### config.mk
export PLATFORM = sky130hd
export DESIGN_NAME = ahblite_slave_mux
export DESIGN_NICKNAME = d
export VERILOG_FILES = /design/src/rtl/ahblite_slave_mux.sv
export SDC_FILE = /design/constraint.sdc
export NUM_CORES = 1
export LEC_CHECK = 0
export ABC_AREA = 1
export CORE_MARGIN = 4
export CORE_UTILIZATION = 30
export DETAILED_ROUTE_END_ITERATION = 7
export HOLD_SLACK_MARGIN = 0.08
export PLACE_DENSITY = 0.88
export SYNTH_ARGS = -nofsm -noshare
export SYNTH_HDL_FRONTEND = slang
export SYNTH_SLANG_ARGS = --single-unit
### constraint.sdc
create_clock -name HCLK -period 4.3 [get_ports HCLK]
set_input_delay 1.075 -clock HCLK [delete_from_list [all_inputs] [get_ports HCLK]]
set_output_delay 1.075 -clock HCLK [all_outputs]
set_load 0.02 [all_outputs]
### src/rtl/ahblite_slave_mux.sv
`default_nettype none
// ============================================================================
// Module   : ahblite_slave_mux
// Purpose  : AHB-Lite data-phase response mux with built-in ERROR default slave
// Revision : 1.0
// ============================================================================
module ahblite_slave_mux #(
  parameter bit Port0_en = 1'b1,
  parameter bit Port1_en = 1'b1,
  parameter bit Port2_en = 1'b1,
  parameter bit Port3_en = 1'b1,
  parameter bit Port4_en = 1'b0
) (
  input  logic        HCLK,
  input  logic        HRESET,
  input  logic        HREADY,
  input  logic [1:0]  HTRANS,
  input  logic        P0_HSEL,
  input  logic        P1_HSEL,
  input  logic        P2_HSEL,
  input  logic        P3_HSEL,
  input  logic        P4_HSEL,
  input  logic [31:0] P0_HRDATA,
  input  logic [31:0] P1_HRDATA,
  input  logic [31:0] P2_HRDATA,
  input  logic [31:0] P3_HRDATA,
  input  logic [31:0] P4_HRDATA,
  input  logic        P0_HREADYOUT,
  input  logic        P1_HREADYOUT,
  input  logic        P2_HREADYOUT,
  input  logic        P3_HREADYOUT,
  input  logic        P4_HREADYOUT,
  input  logic        P0_HRESP,
  input  logic        P1_HRESP,
  input  logic        P2_HRESP,
  input  logic        P3_HRESP,
  input  logic        P4_HRESP,
  output logic [31:0] HRDATA,
  output logic        HREADYOUT,
  output logic        HRESP
);

  localparam logic [4:0] c_PORT_EN = {Port4_en, Port3_en, Port2_en, Port1_en, Port0_en};

  typedef enum logic [1:0] {
    S_IDLE = 2'd0,
    S_ERR1 = 2'd1,
    S_ERR2 = 2'd2
  } state_t;

  state_t      r_state;
  state_t      w_state_nxt;
  logic [5:0]  r_sel;
  logic [4:0]  w_masked;
  logic [4:0]  w_prio;
  logic        w_dflt;
  logic        w_err_start;
  logic        w_dflt_owned;
  logic        w_dflt_ready;
  logic        w_dflt_resp;
  logic [31:0] w_rdata [5];
  logic [4:0]  w_ready;
  logic [4:0]  w_resp;
  logic        w_unused;

  assign w_unused = HTRANS[0];

  // Lowest-index enabled select wins; x & -x isolates the lowest set bit.
  assign w_masked    = {P4_HSEL, P3_HSEL, P2_HSEL, P1_HSEL, P0_HSEL} & c_PORT_EN;
  assign w_prio      = w_masked & (~w_masked + 5'd1);
  assign w_dflt      = ~|w_masked;
  assign w_err_start = HREADY & w_dflt & HTRANS[1];

  assign w_rdata[0] = P0_HRDATA;
  assign w_rdata[1] = P1_HRDATA;
  assign w_rdata[2] = P2_HRDATA;
  assign w_rdata[3] = P3_HRDATA;
  assign w_rdata[4] = P4_HRDATA;
  assign w_ready    = {P4_HREADYOUT, P3_HREADYOUT, P2_HREADYOUT, P1_HREADYOUT, P0_HREADYOUT};
  assign w_resp     = {P4_HRESP, P3_HRESP, P2_HRESP, P1_HRESP, P0_HRESP};

  always_ff @(posedge HCLK or posedge HRESET) begin
    if (HRESET) begin
      r_sel <= 6'd0;
    end else if (HREADY) begin
      r_sel <= {w_dflt, w_prio};
    end
  end

  always_ff @(posedge HCLK or posedge HRESET) begin
    if (HRESET) begin
      r_state <= S_IDLE;
    end else begin
      r_state <= w_state_nxt;
    end
  end

  always_comb begin
    w_state_nxt  = r_state;
    w_dflt_ready = 1'b1;
    w_dflt_resp  = 1'b0;
    case (r_state)
      S_IDLE: begin
        if (w_err_start) w_state_nxt = S_ERR1;
      end
      S_ERR1: begin
        w_dflt_ready = 1'b0;
        w_dflt_resp  = 1'b1;
        w_state_nxt  = S_ERR2;
      end
      S_ERR2: begin
        w_dflt_resp = 1'b1;
        w_state_nxt = w_err_start ? S_ERR1 : S_IDLE;
      end
      default: w_state_nxt = S_IDLE;
    endcase
  end

  // An empty select (after reset) behaves exactly like the default slave.
  assign w_dflt_owned = r_sel[5] | (r_sel[4:0] == 5'd0);

  always_comb begin
    HRDATA    = 32'd0;
    HREADYOUT = w_dflt_ready;
    HRESP     = w_dflt_resp;
    if (!w_dflt_owned) begin
      for (int i = 4; i >= 0; i--) begin
        if (r_sel[i]) begin
          HRDATA    = w_rdata[i];
          HREADYOUT = w_ready[i];
          HRESP     = w_resp[i];
        end
      end
    end
  end

endmodule
`default_nettype wire

==> results of run 1 <==
-- logic make-up (layout without fill, tap and decap cells) --
logic type | Yosys count | count (layout)
AOI/OAI and AO/OA | 137 | 137
and+or+nand+nor | 101 | 101
buffers and inverters | 45 | 202
DFF | 7 | 7
adders and majority gates | 5 | 5
-- registers in the layout, summed over array words and instances, names as in the netlist --
signal	flops
r_state	2
r_sel	5
-- cell type report --
type | count | area (um2)
multi-input combinational | 243 | 1430
sequential | 7 | 175
inverter | 17 | 66.3
fill | 539 | 2330
clock buffer | 4 | 45.0
timing repair buffer | 181 | 1810
tap | 75 | 93.8
-- worst max-delay path by stage --
stage,startpoint,to,depth (start not counted)
floorplan,P3_HRDATA[2],HRDATA[2],4
finish,P3_HRDATA[2],HRDATA[2],6
detailed placement,P3_HRDATA[2],HRDATA[2],6
global placement,P3_HRDATA[31],HRDATA[31],6
CTS,r_sel[1],HRDATA[23],4
global route,r_sel[1],HRDATA[0],4
-- layer usage --
| metal | part of all wire, % | global-route usage (%) |
|---|---|---|
| met5 | 0 | 0 |
| met4 | 0.39 | 1.70 |
| met3 | 12 | 6.46 |
| met2 | 49 | 36.0 |
| met1 | 38 | 22.5 |
-- report_power, final --
| part | internal [mW] | switching, mW | leakage, nW |
|---|---|---|---|
| Clock | 0.0640 | 0.0273 | 0.0228 |
| Sequential | 0.0750 | 0.0161 | 0.0924 |
| Combinational | 0.292 | 0.271 | 1.35 |
| Total | 0.431 | 0.315 | 1.46 |
-- per-stage QoR --
stage / worst slack [ps] / instance area [um2] / std cells / util (%)
floorplan: 1630 / 1860 / 295 / -
global placement: 637 / 3580 / 523 / 60.1
detailed placement: 610 / 3580 / 523 / 60.1
CTS: 588 / 3620 / 527 / 60.9
global route: 463 / 3620 / 527 / 60.9
finish: 610 / 3620 / 527 / 60.9
-- cell usage after synthesis, drive strengths merged --
cell type and count:
a21oi 67, buf 19, clkbuf 9, dfrtp 7, ha 5, inv 17, nand2 84, nand3 4
nand4 1, nor2 12, o211ai 31, o21ai 36, o21bai 1, o22ai 2
-- worst max-delay path: stages --
cell and delay (ps):
clkdlybuf4s50_1 450, nand2_1 50, nand2_1 80, o211ai_1 140
a21oi_1 200, clkdlybuf4s50_1 620
==> out/metrics.csv, run 1 <==
stage;metric;value;unit
clock_tree;clock buffer depth;2;
logic_synthesis;adder and majority cell fraction of the synthesized area;3.36;%
placed_design;post-detail-place hpwl;6.22;mm
job;count of maximum capacitance violations;0;
worst_setup_path;reg2reg path depth;2;
sta;RSZ-0062 raised after global routing;false;
global_routing;All-Layer GR Usage;19.5;%
hold_path;endpoint with the worst hold slack;r_sel[5];
final_layout;synthesis-to-finish area growth;94.8;%
clock_tree;clock buffer count from CTS;3;
detailed_routing;total number of vias;2641;
clock_tree;total number of H-tree levels;1;
global_routing;total congestion overflow;0;
logic_synthesis;share of Yosys cell area claimed by the top area cell type;16.5;%
floorplan;Top-Level Pins;214;
floorplan;number of rows created at floorplan;28;
final_layout;most common cell after layout, fill and taps aside;clkdlybuf4s50_1;
sta;worst max-slew margin expressed relative to the limit;25.5;%
logic_synthesis;instance count of the mapped netlist;295;
global_routing;via count of the first global-routing pass;2553;
final_layout;fraction of layout cells with a size suffix above 1;14.6;%
power_and_ir_drop;total power;745;uW
sta;FMAX;271;MHz
floorplan;x dimension of the die;86.8;um
clock_tree;Post-CTS Setup Repair Bufs;0;
sta;endpoints failing hold;0;
worst_setup_path;endpoint required time on the critical path;3220;ps
placed_design;Final GP Congestion;0.872;
logic_synthesis;dominant cells by area after synthesis;nand2_1 (17%), a21oi_2 (14%), a21oi_1 (10%), dfrtp_1 (9.4%), o211ai_1 (8.5%);
logic_synthesis;portion of netlist area occupied by mux cells;0;%
clock_tree;root buffer cell;clkbuf_8;
worst_setup_path;critical path class;in -> out;
power_and_ir_drop;IR drop worst, VDD;0.000319;V
sta;Tightest Pin Transition;1120;ps
hold_path;launch instance of the worst min-delay path;r_sel[5];
final_layout;count of inserted antenna diode cells;0;
clock_tree;CTS tree;built;
worst_setup_path;Crit Reg-Reg Endpoint;r_sel[1];
final_layout;number of nets in the layout;638;
global_routing;largest net degree at the start of global routing;66;
sta;fin crit period;3690;ps
clock_tree;number of gates given a new drive strength after cts;0;
sta;Min Hold Slack;563;ps
logic_synthesis;largest area contributor in the netlist;nand2_1;
global_routing;antenna violations before repair;0;
global_routing;wire length of the first global-routing pass;12.0;mm
logic_synthesis;average cell area after synthesis;6.31;um2
sta;share of the clock period used by the worst path after layout;85.8;%
power_and_ir_drop;LEAKAGE;1.46;nW
detailed_routing;Detailed Routing Iterations Pass 1;5;
logic_synthesis;Cell variety after synth;26;
logic_synthesis;portion of the post-synthesis area used by sequential elements;9.41;%
sta;max-slew violation count;0;
logic_synthesis;count of state elements after synthesis;7;
detailed_routing;post-detailed-route count of antenna-violating nets;0;
worst_setup_path;source of the worst register-to-register timing path;r_sel[1];
logic_synthesis;largest family of logic cells by synthesized area;compound AO/OA/AOI/OAI gates;
sta;Worst Skew;0.0723;ps
clock_tree;post-CTS clock slew at the launch and capture registers of the worst setup and hold paths;40;ps
logic_synthesis;Synth Cell Area;1860;um2
worst_setup_path;kind of start point of the critical path;input pin;
clock_tree;Clock Latency Late Sink;220;ps
final_layout;highest-count cells in the layout ignoring fill and taps;clkdlybuf4s50_1 (177), nand2_1 (82), a21oi_1 (37), a21oi_2 (30), o21ai_1 (25);
sta;Fin Setup TNS;0;ps
floorplan;y dimension of the die;86.8;um
detailed_routing;overall routed net length;8.02;mm
clock_tree;Clock Sinks;7;
sta;final number of setup-violating endpoints;0;
logic_synthesis;post-synthesis compound-gate area fraction;51.6;%
logic_synthesis;post-synthesis share of cell area spent on and, or, nand and nor gates;21.9;%
hold_path;Hold Path Stages;2;
logic_synthesis;share of the synthesized netlist area taken by xor and xnor gates;0;%
power_and_ir_drop;Power Density;206;nW/um2
detailed_routing;Via-to-Cell Ratio;5.01;
floorplan;initial core utilization;31.2;%
worst_setup_path;worst setup slack for register-to-register paths;2680;ps
worst_setup_path;crit path max fanout;1;
logic_synthesis;Post-Syn Nets;480;
worst_setup_path;Worst EP arrival;2610;ps
hold_path;min-delay worst type;reg -> reg;
worst_setup_path;nature of the critical path endpoint;output port;
detailed_routing;post-detailed-route DRC marker count;0;
logic_synthesis;number of warnings reported in the yosys synthesis log;0;
detailed_routing;final routed wire length divided by cell count;15.2;um
run_status;result of the run;finished, final reports clean;
detailed_routing;starting DRC count in detailed routing;62;
placed_design;count of buffers inserted at the top-level ports;177;
clock_tree;CTS hold repair buffers;0;
floorplan;placeable core region;5960;um2
floorplan;total die area;7530;um2
Power figures use the tool's default switching activity.
==> run 2: changes to the inputs <==
CAP_MARGIN = 20   (was unset)
==> out/metrics.csv, run 2 (synthesis results as in run 1) <==
stage;metric;value;unit
run_status;result of the run;finished, final reports clean;
worst_setup_path;reg2reg path depth;2;
sta;Tightest Pin Transition;730;ps
global_routing;GRT met3 Usage;6.46;%
final_layout;highest-count cells in the layout ignoring fill and taps;clkdlybuf4s50_1 (177), nand2_1 (82), a21oi_1 (37), a21oi_2 (30), o21ai_1 (25);
detailed_routing;Detailed Routing Iterations Pass 1;5;
sta;final number of setup-violating endpoints;0;
power_and_ir_drop;IR drop worst, VDD;0.000320;V
placed_design;Final GP Congestion;0.872;
final_layout;Top Registers;r_sel (5), r_state (2);
global_routing;wire length of the first global-routing pass;12.0;mm
sta;max-slew violation count;0;
placed_design;number of placed instances with taps included;523;
final_layout;max reg flops;5;
hold_path;Hold Path Stages;2;
worst_setup_path;Worst EP arrival;2620;ps
detailed_routing;post-detailed-route DRC marker count;0;
global_routing;largest net degree at the start of global routing;66;
clock_tree;clock buffer count from CTS;3;
sta;slack of the critical path;606;ps
sta;fin crit period;3690;ps
sta;worst max-slew margin expressed relative to the limit;51.3;%
clock_tree;Post-CTS Setup Repair Bufs;0;
clock_tree;Clock Sinks;7;
worst_setup_path;kind of start point of the critical path;register;
detailed_routing;Via-to-Cell Ratio;5.02;
placed_design;worst setup timing slack at the placement stage;610;ps
floorplan;initial core utilization;31.2;%
sta;Worst Skew;0.0723;ps
sta;share of the clock period used by the worst path after layout;85.9;%
clock_tree;root buffer cell;clkbuf_8;
global_routing;antenna violations before repair;0;
job;count of maximum capacitance violations;0;
floorplan;number of rows created at floorplan;28;
floorplan;Top-Level Pins;214;
clock_tree;number of gates given a new drive strength after cts;0;
floorplan;placeable core region;5960;um2
power_and_ir_drop;total power;747;uW
placed_design;count of buffers inserted at the top-level ports;177;
detailed_routing;final routed wire length divided by cell count;15.2;um
final_layout;fraction of layout cells with a size suffix above 1;14.8;%
final_layout;number of nets in the layout;639;
power_and_ir_drop;LEAKAGE;1.47;nW
final_layout;register area;175;um2
detailed_routing;post-detailed-route count of antenna-violating nets;0;
placed_design;post-detail-place hpwl;6.22;mm
hold_path;min-delay worst type;reg -> reg;
final_layout;layout filler cell count;538;
sta;RSZ-0062 raised after global routing;false;
sta;endpoints failing hold;0;
global_routing;total congestion overflow;0;
sta;FMAX;271;MHz
clock_tree;Clock Latency Late Sink;230;ps
final_layout;count of inserted antenna diode cells;0;
sta;Fin Setup TNS;0;ps
global_routing;global routing met2 resource utilization;36.0;%
final_layout;most common cell after layout, fill and taps aside;clkdlybuf4s50_1;
power_and_ir_drop;Power Density;205;nW/um2
floorplan;y dimension of the die;86.8;um
clock_tree;CTS hold repair buffers;0;
detailed_routing;overall routed net length;8.00;mm
global_routing;via count of the first global-routing pass;2553;
worst_setup_path;endpoint required time on the critical path;3220;ps
final_layout;synthesis-to-finish area growth;95.9;%
detailed_routing;starting DRC count in detailed routing;66;
worst_setup_path;critical path class;reg -> out;
floorplan;x dimension of the die;86.8;um
worst_setup_path;nature of the critical path endpoint;output port;
global_routing;met1 Track Usage GR;22.5;%
final_layout;register name with the most flops;r_sel;
worst_setup_path;crit path max fanout;37;
final_layout;multi-input gate area in the final layout;1430;um2
detailed_routing;total number of vias;2650;
floorplan;total die area;7530;um2
clock_tree;clock buffer depth;2;
clock_tree;post-CTS clock slew at the launch and capture registers of the worst setup and hold paths;40;ps
global_routing;All-Layer GR Usage;19.5;%
global_routing;layer with the highest usage;met2;
final_layout;Post-Layout Cell Count;528;
clock_tree;total number of H-tree levels;1;
clock_tree;CTS tree;built;
==> run 2: cell types whose count changed in the layout (fill, tap and decap cells not counted) <==
cell	change
buf_12	+1
==> run 2: final timing paths <==
path / start / end / slack [ps]
min in group asynchronous: HRESET / r_state[1] / 1080
max in group asynchronous: HRESET / r_sel[0] / 3020
worst min-delay path: r_sel[5] / r_sel[5] / 570
worst max-delay path: r_sel[1] / HRDATA[2] / 610
worst max register to register: r_sel[1] / r_sel[1] / 2650
worst min register to register: r_sel[5] / r_sel[5] / 570
==> run 2: cell type report <==
cell class                 count  area share, %
timing repair buffer         182           50.3
multi-input combinational    243           39.2
inverter                      17           1.82
clock buffer                   4           1.24
tap                           75           2.57
sequential                     7           4.81
==> run 2: worst max-delay path: stages, from the launching register on <==
cell	delay, ps
dfrtp_1	630
inv_2	680
o211ai_1	260
a21oi_1	190
clkdlybuf4s50_1	620
==> run 2: through the flow <==
stage	utilization [%]	area, um2	hold WS (ps)
4_1_cts	60.9	3620	565
3_3_place_gp	60.1	3580	548
5_1_grt	61.2	3640	606
6_report	61.2	3640	566
3_5_place_dp	60.1	3580	560
2_1_floorplan	-	1860	527
==> run 2: routing by layer <==
| metal | up-vias | share of wire (%) |
|---|---|---|
| met5 | - | 0 |
| met4 | 0 | 0.27 |
| met3 | 4 | 12 |
| met2 | 124 | 49 |
| met1 | 1177 | 38 |
| li1 | 1345 | - |
==> run 2: where the power goes <==
part | total, mW | switching, mW | leakage, nW | internal [mW]
combinational | 0.565 | 0.272 | 1.36 | 0.293
clock | 0.0908 | 0.0268 | 0.0228 | 0.0640
sequential | 0.0913 | 0.0163 | 0.0924 | 0.0750
==> run 3: changes to the inputs <==
==> constraint.sdc (replaced) <==
create_clock -name HCLK -period 4.3 [get_ports HCLK]
set_input_delay 0.645 -clock HCLK [delete_from_list [all_inputs] [get_ports HCLK]]
set_output_delay 0.645 -clock HCLK [all_outputs]
set_load 0.02 [all_outputs]
==> out/metrics.csv, run 3 (synthesis results as in run 1) <==
stage;metric;value;unit
run_status;result of the run;finished, final reports clean;
final_layout;Top Registers;r_sel (5), r_state (2);
worst_setup_path;Worst EP arrival;2620;ps
placed_design;worst setup timing slack at the placement stage;1270;ps
detailed_routing;total number of vias;2682;
clock_tree;CTS tree;built;
clock_tree;number of gates given a new drive strength after cts;0;
floorplan;initial core utilization;31.2;%
floorplan;number of rows created at floorplan;28;
global_routing;wire length of the first global-routing pass;12.1;mm
clock_tree;clock buffer count from CTS;3;
sta;slack of the critical path;1040;ps
clock_tree;Post-CTS Setup Repair Bufs;0;
hold_path;min-delay worst type;reg -> reg;
worst_setup_path;nature of the critical path endpoint;output port;
sta;max-slew violation count;0;
job;count of maximum capacitance violations;0;
worst_setup_path;launching element of the worst setup path;r_sel[2];
global_routing;layer with the highest usage;met2;
floorplan;total die area;7530;um2
floorplan;Top-Level Pins;214;
final_layout;layout filler cell count;551;
worst_setup_path;crit path max fanout;58;
final_layout;Post-Layout Cell Count;528;
sta;Tightest Pin Transition;985;ps
sta;final number of setup-violating endpoints;0;
final_layout;highest-count cells in the layout ignoring fill and taps;clkdlybuf4s50_1 (177), nand2_1 (82), a21oi_1 (37), a21oi_2 (30), o21ai_1 (25);
power_and_ir_drop;Power Density;206;nW/um2
worst_setup_path;critical path class;reg -> out;
final_layout;max reg flops;5;
detailed_routing;starting DRC count in detailed routing;84;
placed_design;count of buffers inserted at the top-level ports;177;
power_and_ir_drop;LEAKAGE;1.46;nW
global_routing;via count of the first global-routing pass;2645;
detailed_routing;overall routed net length;8.09;mm
detailed_routing;post-detailed-route count of antenna-violating nets;0;
clock_tree;CTS hold repair buffers;0;
global_routing;total congestion overflow;0;
sta;share of the clock period used by the worst path after layout;75.8;%
worst_setup_path;kind of start point of the critical path;register;
final_layout;count of inserted antenna diode cells;0;
global_routing;GRT met3 Usage;4.28;%
sta;Min Hold Slack;565;ps
global_routing;largest net degree at the start of global routing;59;
detailed_routing;Via-to-Cell Ratio;5.08;
sta;RSZ-0062 raised after global routing;false;
power_and_ir_drop;IR drop worst, VDD;0.000208;V
global_routing;global routing met2 resource utilization;37.5;%
detailed_routing;final routed wire length divided by cell count;15.3;um
sta;endpoints failing hold;0;
clock_tree;root buffer cell;clkbuf_8;
sta;FMAX;307;MHz
sta;fin crit period;3260;ps
worst_setup_path;source of the worst register-to-register timing path;r_sel[0];
final_layout;register name with the most flops;r_sel;
placed_design;number of placed instances with taps included;524;
clock_tree;total number of H-tree levels;1;
sta;worst max-slew margin expressed relative to the limit;34.3;%
sta;Worst Skew;0.0610;ps
clock_tree;post-CTS clock slew at the launch and capture registers of the worst setup and hold paths;40;ps
final_layout;number of nets in the layout;639;
floorplan;y dimension of the die;86.8;um
global_routing;met1 Track Usage GR;22.2;%
clock_tree;Clock Sinks;7;
final_layout;most common cell after layout, fill and taps aside;clkdlybuf4s50_1;
final_layout;post-layout util;60.8;%
hold_path;launch instance of the worst min-delay path;r_sel[5];
worst_setup_path;endpoint required time on the critical path;3650;ps
clock_tree;Clock Latency Late Sink;230;ps
clock_tree;clock buffer depth;2;
placed_design;post-detail-place hpwl;6.35;mm
detailed_routing;post-detailed-route DRC marker count;0;
sta;Fin Setup TNS;0;ps
detailed_routing;Detailed Routing Iterations Pass 1;4;
final_layout;synthesis-to-finish area growth;94.6;%
floorplan;placeable core region;5960;um2
global_routing;All-Layer GR Usage;19.9;%
global_routing;antenna violations before repair;0;
floorplan;x dimension of the die;86.8;um
placed_design;Final GP Congestion;0.812;
final_layout;fraction of layout cells with a size suffix above 1;14.8;%
-- run 3: routing by layer --
metal | vias to the layer above | routed length (um)
met4 | 0 | 137
met1 | 1196 | 3240
met3 | 14 | 796
li1 | 1339 | -
met2 | 133 | 3920
met5 | - | 0
-- run 3: stage by stage --
step | power [mW] | area, um2
6_report | 0.746 | 3620
5_1_grt | 0.801 | 3620
4_1_cts | 0.753 | 3620
3_5_place_dp | 0.655 | 3570
3_3_place_gp | 0.644 | 3570
2_1_floorplan | 0.390 | 1860
-- run 3: path summary, 6_finish.rpt --
check	end	slack, ps	cells past startpoint
worst min register to register	r_sel[5]	560	2
max in group asynchronous	r_sel[0]	3440	2
worst min-delay path	r_sel[5]	560	2
worst max register to register	r_sel[0]	2590	3
min in group asynchronous	r_sel[5]	650	2
worst max-delay path	HRDATA[12]	1040	5
-- run 3: critical path, cell delays in order (launching register included) --
cell,delay (ps)
dfrtp_1,440
inv_2,730
buf_4,310
o211ai_2,90
a21oi_2,170
clkdlybuf4s50_1,620
-- run 3: cell type report --
cell class | instances | area, um2 | share of cell area, %
sequential | 7 | 175 | 4.84
inverter | 17 | 66.3 | 1.83
timing repair buffer | 182 | 1810 | 50.0
multi-input combinational | 243 | 1430 | 39.5
clock buffer | 4 | 45.0 | 1.24
tap | 75 | 93.8 | 2.59
-- run 3: report_power, final --
group          leakage [nW]  internal [mW]  switching, mW
clock network        0.0228         0.0642         0.0292
logic                  1.35          0.290          0.267
registers            0.0924         0.0749         0.0209
total                  1.46          0.429          0.317
